### src/rtl/pipe_pkg.sv
// Shared types for the sample packer: geometry, packed output word, FSM states.
package pipe_pkg;
  localparam int DATA_W = 6;
  localparam int GROUP  = 4;
  localparam int CNT_W  = $clog2(GROUP) + 1;

  typedef struct packed {
    logic [DATA_W*GROUP-1:0] data;
    logic [CNT_W-1:0]        cnt;
    logic [7:0]              sum;
  } packed_word_t;

  typedef enum logic [1:0] {
    PK_IDLE,
    PK_FILL,
    PK_FLUSH_WAIT
  } pk_state_e;
endpackage

### src/rtl/pipe_fifo.sv
// Small synchronous FIFO of packed words. Push while full is honoured only
// when a pop happens on the same edge; head reads as zero while empty.
module pipe_fifo
  import pipe_pkg::*;
#(
  parameter int DEPTH = 2
) (
  input  logic         clk,
  input  logic         rst,
  input  logic         push_i,
  input  packed_word_t wdata_i,
  input  logic         pop_i,
  output packed_word_t rdata_o,
  output logic         full_o,
  output logic         empty_o
);
  localparam int AW = $clog2(DEPTH);

  packed_word_t mem [DEPTH];
  logic [AW:0]  wr_q, rd_q;
  logic         do_push, do_pop;

  assign empty_o = (wr_q == rd_q);
  assign full_o  = (wr_q[AW] != rd_q[AW]) && (wr_q[AW-1:0] == rd_q[AW-1:0]);
  assign do_pop  = pop_i && !empty_o;
  assign do_push = push_i && (!full_o || do_pop);
  assign rdata_o = empty_o ? '0 : mem[rd_q[AW-1:0]];

  // Pointer update; the extra MSB distinguishes full from empty.
  always_ff @(posedge clk or posedge rst) begin
    if (rst) begin
      wr_q <= '0;
      rd_q <= '0;
    end else begin
      if (do_push) wr_q <= wr_q + 1'b1;
      if (do_pop)  rd_q <= rd_q + 1'b1;
    end
  end

  // Storage needs no reset: the head is masked while empty.
  always_ff @(posedge clk) begin
    if (do_push) mem[wr_q[AW-1:0]] <= wdata_i;
  end
endmodule

### src/rtl/sample_packer.sv
// Packs GROUP samples into one word with count and 8-bit checksum, queued in
// a small FIFO. A flush emits the partial word, waiting for FIFO space if needed.
module sample_packer
  import pipe_pkg::*;
#(
  parameter int DATA_W = pipe_pkg::DATA_W,
  parameter int GROUP  = pipe_pkg::GROUP,
  parameter int DEPTH  = 2
) (
  input  logic                     clk,
  input  logic                     rst,
  input  logic                     in_valid,
  output logic                     in_ready,
  input  logic [DATA_W-1:0]        in_data,
  input  logic                     flush,
  output logic                     out_valid,
  input  logic                     out_ready,
  output logic [DATA_W*GROUP-1:0]  out_data,
  output logic [$clog2(GROUP):0]   out_cnt,
  output logic [7:0]               out_sum,
  output logic [15:0]              words_sent
);
  localparam int CW = $clog2(GROUP) + 1;

  pk_state_e               state_q, state_d;
  logic [CW-1:0]           fill_q, fill_d, fill_acc;
  logic [DATA_W*GROUP-1:0] shreg_q, shreg_d, data_acc;
  logic [7:0]              sum_q, sum_d, sum_acc;
  logic [15:0]             words_q;
  logic                    accept, pop, push, space, full, empty, flush_pend;
  packed_word_t            push_w, head_w;

  assign flush_pend = (state_q == PK_FLUSH_WAIT);
  // Registered state only: a same-cycle pop never opens in_ready.
  assign in_ready   = !flush_pend && (fill_q != CW'(GROUP-1) || !full);
  assign accept     = in_valid && in_ready;
  assign out_valid  = !empty;
  assign pop        = out_valid && out_ready;
  assign space      = !full || pop;

  // Next-state: accumulate the accepted sample, then decide full/flush push.
  always_comb begin
    fill_acc = fill_q;
    data_acc = shreg_q;
    sum_acc  = sum_q;
    if (accept) begin
      fill_acc = fill_q + 1'b1;
      data_acc[fill_q*DATA_W +: DATA_W] = in_data;
      sum_acc  = sum_q + 8'(in_data);
    end
    fill_d  = fill_acc;
    shreg_d = data_acc;
    sum_d   = sum_acc;
    push    = 1'b0;
    push_w  = '{data: data_acc, cnt: fill_acc, sum: sum_acc};
    state_d = state_q;
    if (accept && fill_q == CW'(GROUP-1)) begin
      // Completed word; a coincident flush has nothing left to emit.
      push    = 1'b1;
      fill_d  = '0;
      shreg_d = '0;
      sum_d   = '0;
    end else if ((flush || flush_pend) && fill_acc != '0) begin
      if (space) begin
        push    = 1'b1;
        fill_d  = '0;
        shreg_d = '0;
        sum_d   = '0;
      end
    end
    if ((flush || flush_pend) && fill_acc != '0 && !push) state_d = PK_FLUSH_WAIT;
    else if (fill_d != '0)                                  state_d = PK_FILL;
    else                                                    state_d = PK_IDLE;
  end

  // Packer state, partial word and handshake counter.
  always_ff @(posedge clk or posedge rst) begin
    if (rst) begin
      state_q <= PK_IDLE;
      fill_q  <= '0;
      shreg_q <= '0;
      sum_q   <= '0;
      words_q <= '0;
    end else begin
      state_q <= state_d;
      fill_q  <= fill_d;
      shreg_q <= shreg_d;
      sum_q   <= sum_d;
      if (pop && words_q != 16'hFFFF) words_q <= words_q + 1'b1;
    end
  end

  pipe_fifo #(.DEPTH(DEPTH)) u_fifo (
    .clk     (clk),
    .rst     (rst),
    .push_i  (push),
    .wdata_i (push_w),
    .pop_i   (pop),
    .rdata_o (head_w),
    .full_o  (full),
    .empty_o (empty)
  );

  assign out_data   = head_w.data;
  assign out_cnt    = head_w.cnt;
  assign out_sum    = head_w.sum;
  assign words_sent = words_q;
endmodule

### config.mk
export PLATFORM = sky130hd
export DESIGN_NAME = sample_packer
export DESIGN_NICKNAME = d
export VERILOG_FILES = /design/src/rtl/pipe_pkg.sv /design/src/rtl/pipe_fifo.sv /design/src/rtl/sample_packer.sv
export SDC_FILE = /design/constraint.sdc
export NUM_CORES = 1
export LEC_CHECK = 0
export CORE_UTILIZATION = 40
export CTS_BUF_LIST = sky130_fd_sc_hd__clkbuf_8
export DETAILED_ROUTE_END_ITERATION = 16
export PLACE_DENSITY = 0.62
export SLEW_MARGIN = 25
export SYNTH_ARGS = -nofsm -noshare
export SYNTH_HDL_FRONTEND = slang
export SYNTH_SLANG_ARGS = --single-unit
### constraint.sdc
create_clock -name clk -period 7.2 [get_ports clk]
set_input_delay 1.44 -clock clk [delete_from_list [all_inputs] [get_ports clk]]
set_output_delay 1.44 -clock clk [all_outputs]
set_load 0.02 [all_outputs]
==> results of run 1 <==
layer usage:
metal	wire length, um	track usage	vias up	share of wire
li1	-	-	2340	-
met1	7200	0.259	2337	0.47
met2	7310	0.302	117	0.47
met3	602	0.0476	19	0.039
met4	274	0.0737	0	0.018
met5	0	0	-	0
final cells by class:
class | count | area (um^2) | area share
multi-input combinational | 420 | 2930 | 0.376
clock buffer | 18 | 248 | 0.0318
timing repair buffer | 72 | 698 | 0.0896
sequential | 127 | 3530 | 0.453
inverter | 14 | 52.6 | 0.00674
tap | 216 | 270 | 0.0347
clock inverter | 14 | 62.6 | 0.00803
sequential cells by signal (all words and copies together) (netlist names):
name,flops
state_q,2
sum_q,8
fill_q,3
u_fifo.rd_q,2
words_sent,16
u_fifo.wr_q,2
shreg_q,24
u_fifo.mem,70
cell families after synthesis:
| logic type | synth area share |
|---|---|
| flip-flops | 0.532 |
| AO/OA/AOI/OAI | 0.128 |
| XOR/XNOR | 0.0394 |
| adder cells (fa/ha/maj) | 0.0340 |
| AND/OR/NAND/NOR | 0.161 |
| multiplexers | 0.0772 |
| buffers and inverters | 0.0287 |
cells in the mapped netlist, types with 3 or more instances:
master / count / area [um^2]
buf_2: 11 / 55.1
nor2_1: 68 / 255
o21ai_0: 10 / 50.1
and3_1: 10 / 62.6
dfrtp_1: 57 / 1430
nand2b_1: 4 / 25.0
and2_1: 5 / 31.3
a31o_2: 4 / 35.0
nor4_1: 6 / 37.5
buf_1: 8 / 30.0
and4_1: 4 / 35.0
inv_1: 13 / 48.8
a32oi_1: 4 / 35.0
mux2i_1: 41 / 410
a31oi_1: 7 / 43.8
xor2_1: 7 / 61.3
a2111oi_0: 4 / 35.0
a211oi_1: 7 / 52.6
ha_1: 14 / 175
o2bb2ai_1: 3 / 26.3
o21bai_1: 4 / 30.0
nor2b_1: 22 / 138
clkbuf_1: 12 / 45.0
mux2_2: 9 / 101
nand3b_1: 3 / 22.5
nand3_1: 10 / 50.1
a21oi_1: 27 / 135
a32o_1: 4 / 40.0
nand2_1: 26 / 97.6
nor3_1: 30 / 150
edfxtp_1: 70 / 2100
nand4_1: 11 / 68.8
o22ai_1: 4 / 25.0
xnor2_1: 21 / 184
a21o_1: 5 / 37.5
worst paths after layout:
path,end,slack (ns),from,cells past startpoint
min in group asynchronous,sum_q[4]$_DFF_PP0_,1.53,rst,3
worst min register to register,words_sent[12]$_DFFE_PP0P_,0.49,words_sent[12]$_DFFE_PP0P_,1
worst max-delay path,u_fifo.mem[1][14]$_DFFE_PP_,2.58,fill_q[0]$_DFF_PP0_,12
max in group asynchronous,u_fifo.rd_q[0]$_DFFE_PP0P_,5.10,rst,3
worst max register to register,u_fifo.mem[1][14]$_DFFE_PP_,2.58,fill_q[0]$_DFF_PP0_,12
worst min-delay path,words_sent[12]$_DFFE_PP0P_,0.49,words_sent[12]$_DFFE_PP0P_,1
report_power, final:
group	internal (uW)	leakage (uW)	switching [uW]	total [uW]
clock network	233	0.000177	260	492
logic	883	0.00150	1420	2310
registers	1110	0.00143	94.0	1200
total	2220	0.00311	1780	4000
worst max-delay path, delay by kind of cell, from the launching register on:
family	cells	cell delay (ns)
AOI/OAI and AO/OA	2	0.89
and+or+nand+nor	4	0.80
DFF	1	0.32
xor gates and xnor gates	1	0.73
buffers and inverters	2	0.43
adders and majority gates	3	1.16
through the flow:
stage                     total power (uW)  setup slack [ns]  cells
after floorplan                       2710              3.17    593
after global placement                3490              2.79    849
after detailed placement              3530              2.60    849
after CTS                             4040              2.46    881
after global routing                  4290              2.11    881
final                                 4000              2.58    881
cell usage in the layout, fill, tap and decap left out, drive strengths merged, types with 5 or more instances in the layout:
cell type      netlist  routed
a2111oi              5       5
a211oi               7       7
a21o                 5       5
a21oi               27      27
a31oi                7       7
and2                 5       5
and3                10      10
buf                 20       9
clkbuf              12      18
clkdlybuf4s50        0      63
clkinv               1      10
dfrtp               57      57
edfxtp              70      70
ha                  14      14
inv                 13      17
mux2                 9       9
mux2i               41      41
nand2               26      26
nand3               10      10
nand4               11      11
nor2                68      68
nor2b               22      22
nor3                30      30
nor4                 6       6
o21ai               10      10
xnor2               21      21
xor2                 8       8
==> impl_metrics.yaml, run 1 <==
clock_network:
  clk_pin_slew_worst_paths_ns: 0.07
  clockBufferDepth: 2
  postCtsSetupBuffers: 0
  clock_sinks: 127
  cts_tree: "done"
  hold_buffers: 0
  cts_buffers: 17
  cts-root-buf: "clkbuf_8"
  clock_latency_ns: 0.45
  cts_max_level: 4
  cts_resized: 0
floorplan:
  fp.dieH_um: 131
  ioPinCount: 64
  start_util: 0.413
  dieWidth_um: 131
  placementRows: 46
  dieArea_um2: 17100
  core-area_um2: 16100
power_and_ir_drop:
  p_leak_uw: 0.00311
  powerDensity_nw_per_um2: 513
  vdd_drop_max_mv: 0.256
setup_path:
  crit_slowest_cell: "xor2_1"
  crit_path_end_kind: "register"
  cp_data_arrival_time_ns: 4.79
  worst_path_most_repeated_cell: "ha_1"
  crit_fanout: 42
  start_kind: "register"
  max_stage_delay_ns: 0.73
  worstPathCellList: "buf_4, ha_1, inv_1, fa_1, xor2_1, and3_1, ha_1, nor3_1, nand4_1, o22a_1, a2111oi_0, nor2_1"
  required_ns: 7.37
  worstSetupPathType: "register to register"
synth:
  syn_area_per_cell_um2: 11.2
  async_reset_ff_frac: 0.449
  yosysWarnings: 0
  synthCells: 593
  netlist_area_um2: 6630
  synth_fp_nets: 620
  synth.distinct_cells: 69
  ys_ff_latch: 127
  seq_area_frac_synth: 0.532
  synth_edf_count: 70
  yosys_most_used_dff: "edfxtp_1"
finish:
  n_antenna_cell: 0
  fin_nets: 679
  areaGrowthSynthToFinish_pct: 17.5
  drive_above_1_share: 0.0857
  post-route-util: 0.485
  nFillCells: 1451
  fin_area_um2: 7790
drt:
  ant_nets: 0
  wl_um: 15400
  dr_total_vias: 4813
  wl_per_cell_um: 17.5
  first_pass_iters: 5
  vias_per_cell: 5.46
  drc: 0
  drt_iter0_drc: 335
sta:
  fin_crit_sh: 0.642
  period_minus_slack_ns: 4.62
  whs_ns: 0.489
  final_max_slew_viol_count: 0
  hold_violations: 0
  tns_ns: 0
  tightestPinTransition_ns: 0.876
  max_freq_ghz: 0.216
  skew_ns: 0.0117
  grt_setup_unrepaired: "no"
  setup_viol: 0
  max_slew_margin: 0.416
placement:
  portBuffers: 63
  dp_hpwl_um: 10100
  gp_congestion: 0.826
  placedInstanceArea_um2: 7480
grt:
  grt_pass1_wl_um: 24500
  grt_pass1_vias: 4661
  grt_overflow: 0
  antenna_found_initial: 0
  grt_max_degree: 58
  grt_use_total: 0.193
run:
  maxCapViolCount: 0
min_path:
  hp-class: "register to register"
outcome:
  status: "completed"
Power figures use the tool's default switching activity.
==> run 2, diff against run 1 <==
==> constraint.sdc (replaced) <==
create_clock -name clk -period 4.49 [get_ports clk]
set_input_delay 0.898 -clock clk [delete_from_list [all_inputs] [get_ports clk]]
set_output_delay 0.898 -clock clk [all_outputs]
set_load 0.02 [all_outputs]
==> run 2 against run 1 <==
  * Sequential power is 61% higher
  * Combinational power is 64% higher
  * Die area did not move
  * Worst setup slack worse by 1.9 ns
  * First-iteration DRC count is 7.2% lower
  * Cell count rose by 0.79%
  * Critical path depth unchanged
  * Register-to-register slack lost 1.9 ns
  * Cell area is 1.9% higher
  * Largest cell class unchanged
  * Largest power group unchanged
  * Highest routed layer unchanged
==> impl_metrics.yaml, run 2 (synthesis gave the netlist of run 1 again) <==
grt:
  grt-busiest-layer: "met2"
  use_met3: 0.0366
  grt_max_degree: 42
  antenna_found_initial: 0
  grt_overflow: 0
  grt_pass1_wl_um: 25400
  grt_use_total: 0.201
  grt_pass1_vias: 4732
  met1_usage: 0.277
  globalRouteMet2Util: 0.308
setup_path:
  cp-startpoint: "fill_q[1]$_DFF_PP0_"
  crit_path_end_kind: "register"
  worstSetupPathType: "register to register"
  crit_fanout: 11
  required_ns: 4.65
  r2r-start: "fill_q[1]$_DFF_PP0_"
  worst_path_most_repeated_cell: "ha_1"
  max_stage_delay_ns: 0.56
  rrSetupSlack_ns: 0.71
  start_kind: "register"
  cp_data_arrival_time_ns: 3.94
  crit_slowest_cell: "a2111oi_0"
  r2r-end: "u_fifo.mem[0][14]$_DFFE_PP_"
  worstPathCellList: "ha_1, inv_1, fa_1, xor2_1, buf_4, and3_1, ha_1, nor3_1, nand4_1, o22a_1, a2111oi_0, nor2_1"
  reg2reg_depth: 12
floorplan:
  dieArea_um2: 17100
  placementRows: 46
  start_util: 0.413
  ioPinCount: 64
  core-area_um2: 16100
  fp.dieH_um: 131
  dieWidth_um: 131
drt:
  vias_per_cell: 5.49
  ant_nets: 0
  drt_iter0_drc: 311
  first_pass_iters: 5
  drc: 0
  wl_per_cell_um: 17.9
  wl_um: 15900
  dr_total_vias: 4872
clock_network:
  cts_buffers: 17
  clk_pin_slew_worst_paths_ns: 0.07
  clock_latency_ns: 0.44
  clockBufferDepth: 2
  clock_sinks: 127
  hold_buffers: 0
  cts_max_level: 4
  cts_resized: 0
  postCtsSetupBuffers: 0
  cts_tree: "done"
  cts-root-buf: "clkbuf_8"
min_path:
  holdPathStages: 1
  min-delay-start: "words_sent[12]$_DFFE_PP0P_"
  hold_end: "words_sent[12]$_DFFE_PP0P_"
  hp-class: "register to register"
power_and_ir_drop:
  p_leak_uw: 0.00317
  vdd_drop_max_mv: 0.467
  powerDensity_nw_per_um2: 845
finish:
  mostFrequentLayoutCells: "edfxtp_1 (70), nor2_1 (67), clkdlybuf4s50_1 (63)"
  largest_register_ffs: 70
  drive_above_1_share: 0.104
  fin_nets: 686
  n_antenna_cell: 0
  areaGrowthSynthToFinish_pct: 19.7
  final_common_cell: "edfxtp_1"
sta:
  final_max_slew_viol_count: 0
  fin_ws_ns: 0.708
  max_slew_margin: 0.392
  skew_ns: 0.00886
  tightestPinTransition_ns: 0.910
  fin_crit_sh: 0.842
  whs_ns: 0.498
  period_minus_slack_ns: 3.78
  tns_ns: 0
  grt_setup_unrepaired: "no"
  setup_viol: 0
  max_freq_ghz: 0.264
  hold_violations: 0
placement:
  place_worst_setup_slack_ns: 0.752
  dp_hpwl_um: 10800
  gp_congestion: 0.910
  portBuffers: 63
run:
  maxCapViolCount: 0
outcome:
  status: "completed"
==> run 2: power by group <==
group	total, uW	internal [uW]	leakage (uW)	switching, uW
combinational	3790	1450	0.00154	2340
clock	986	552	0.000206	434
sequential	1930	1770	0.00143	159
==> run 2: area by class of cell <==
type	instances	area (um^2)
fill	1435	8120
sequential	127	3530
multi-input combinational	420	2930
timing repair buffer	79	758
tap	216	270
clock buffer	18	248
clock inverter	14	150
inverter	14	52.6
==> run 2: how the worst max path moves through the flow <==
stage / depth (start not counted) / slack [ns] / end
finish: 12 / 0.71 / u_fifo.mem[0][14]$_DFFE_PP_
global placement: 12 / 0.88 / u_fifo.mem[0][14]$_DFFE_PP_
floorplan: 15 / 0.46 / u_fifo.mem[0][13]$_DFFE_PP_
CTS: 12 / 0.69 / u_fifo.mem[1][14]$_DFFE_PP_
global route: 12 / 0.39 / u_fifo.mem[0][14]$_DFFE_PP_
detailed placement: 12 / 0.75 / u_fifo.mem[0][14]$_DFFE_PP_
==> run 2: stage by stage <==
stage	total power (uW)	instance area, um^2	cells	utilization
final	6710	7940	888	0.494
after global routing	7180	7940	888	0.494
after CTS	6750	7930	887	0.494
after detailed placement	5740	7530	855	0.469
after global placement	5680	7530	855	0.469
after floorplan	4350	6630	593	-
==> run 2: critical path, delay by kind of cell (launching register included) <==
family                   cells  cell delay, ns
adder cells (fa/ha/maj)      3            1.03
XOR/XNOR                     1            0.18
AND/OR/NAND/NOR              4            0.76
flip-flops                   1            0.41
AO/OA/AOI/OAI                2            0.87
buffers and inverters        2            0.26
==> run 2: metal layers <==
layer	vias to the layer above	wire [um]	share of wire
li1	2355	-	-
met2	124	7510	0.47
met4	0	388	0.024
met5	-	0	0
met3	25	675	0.042
met1	2368	7360	0.46
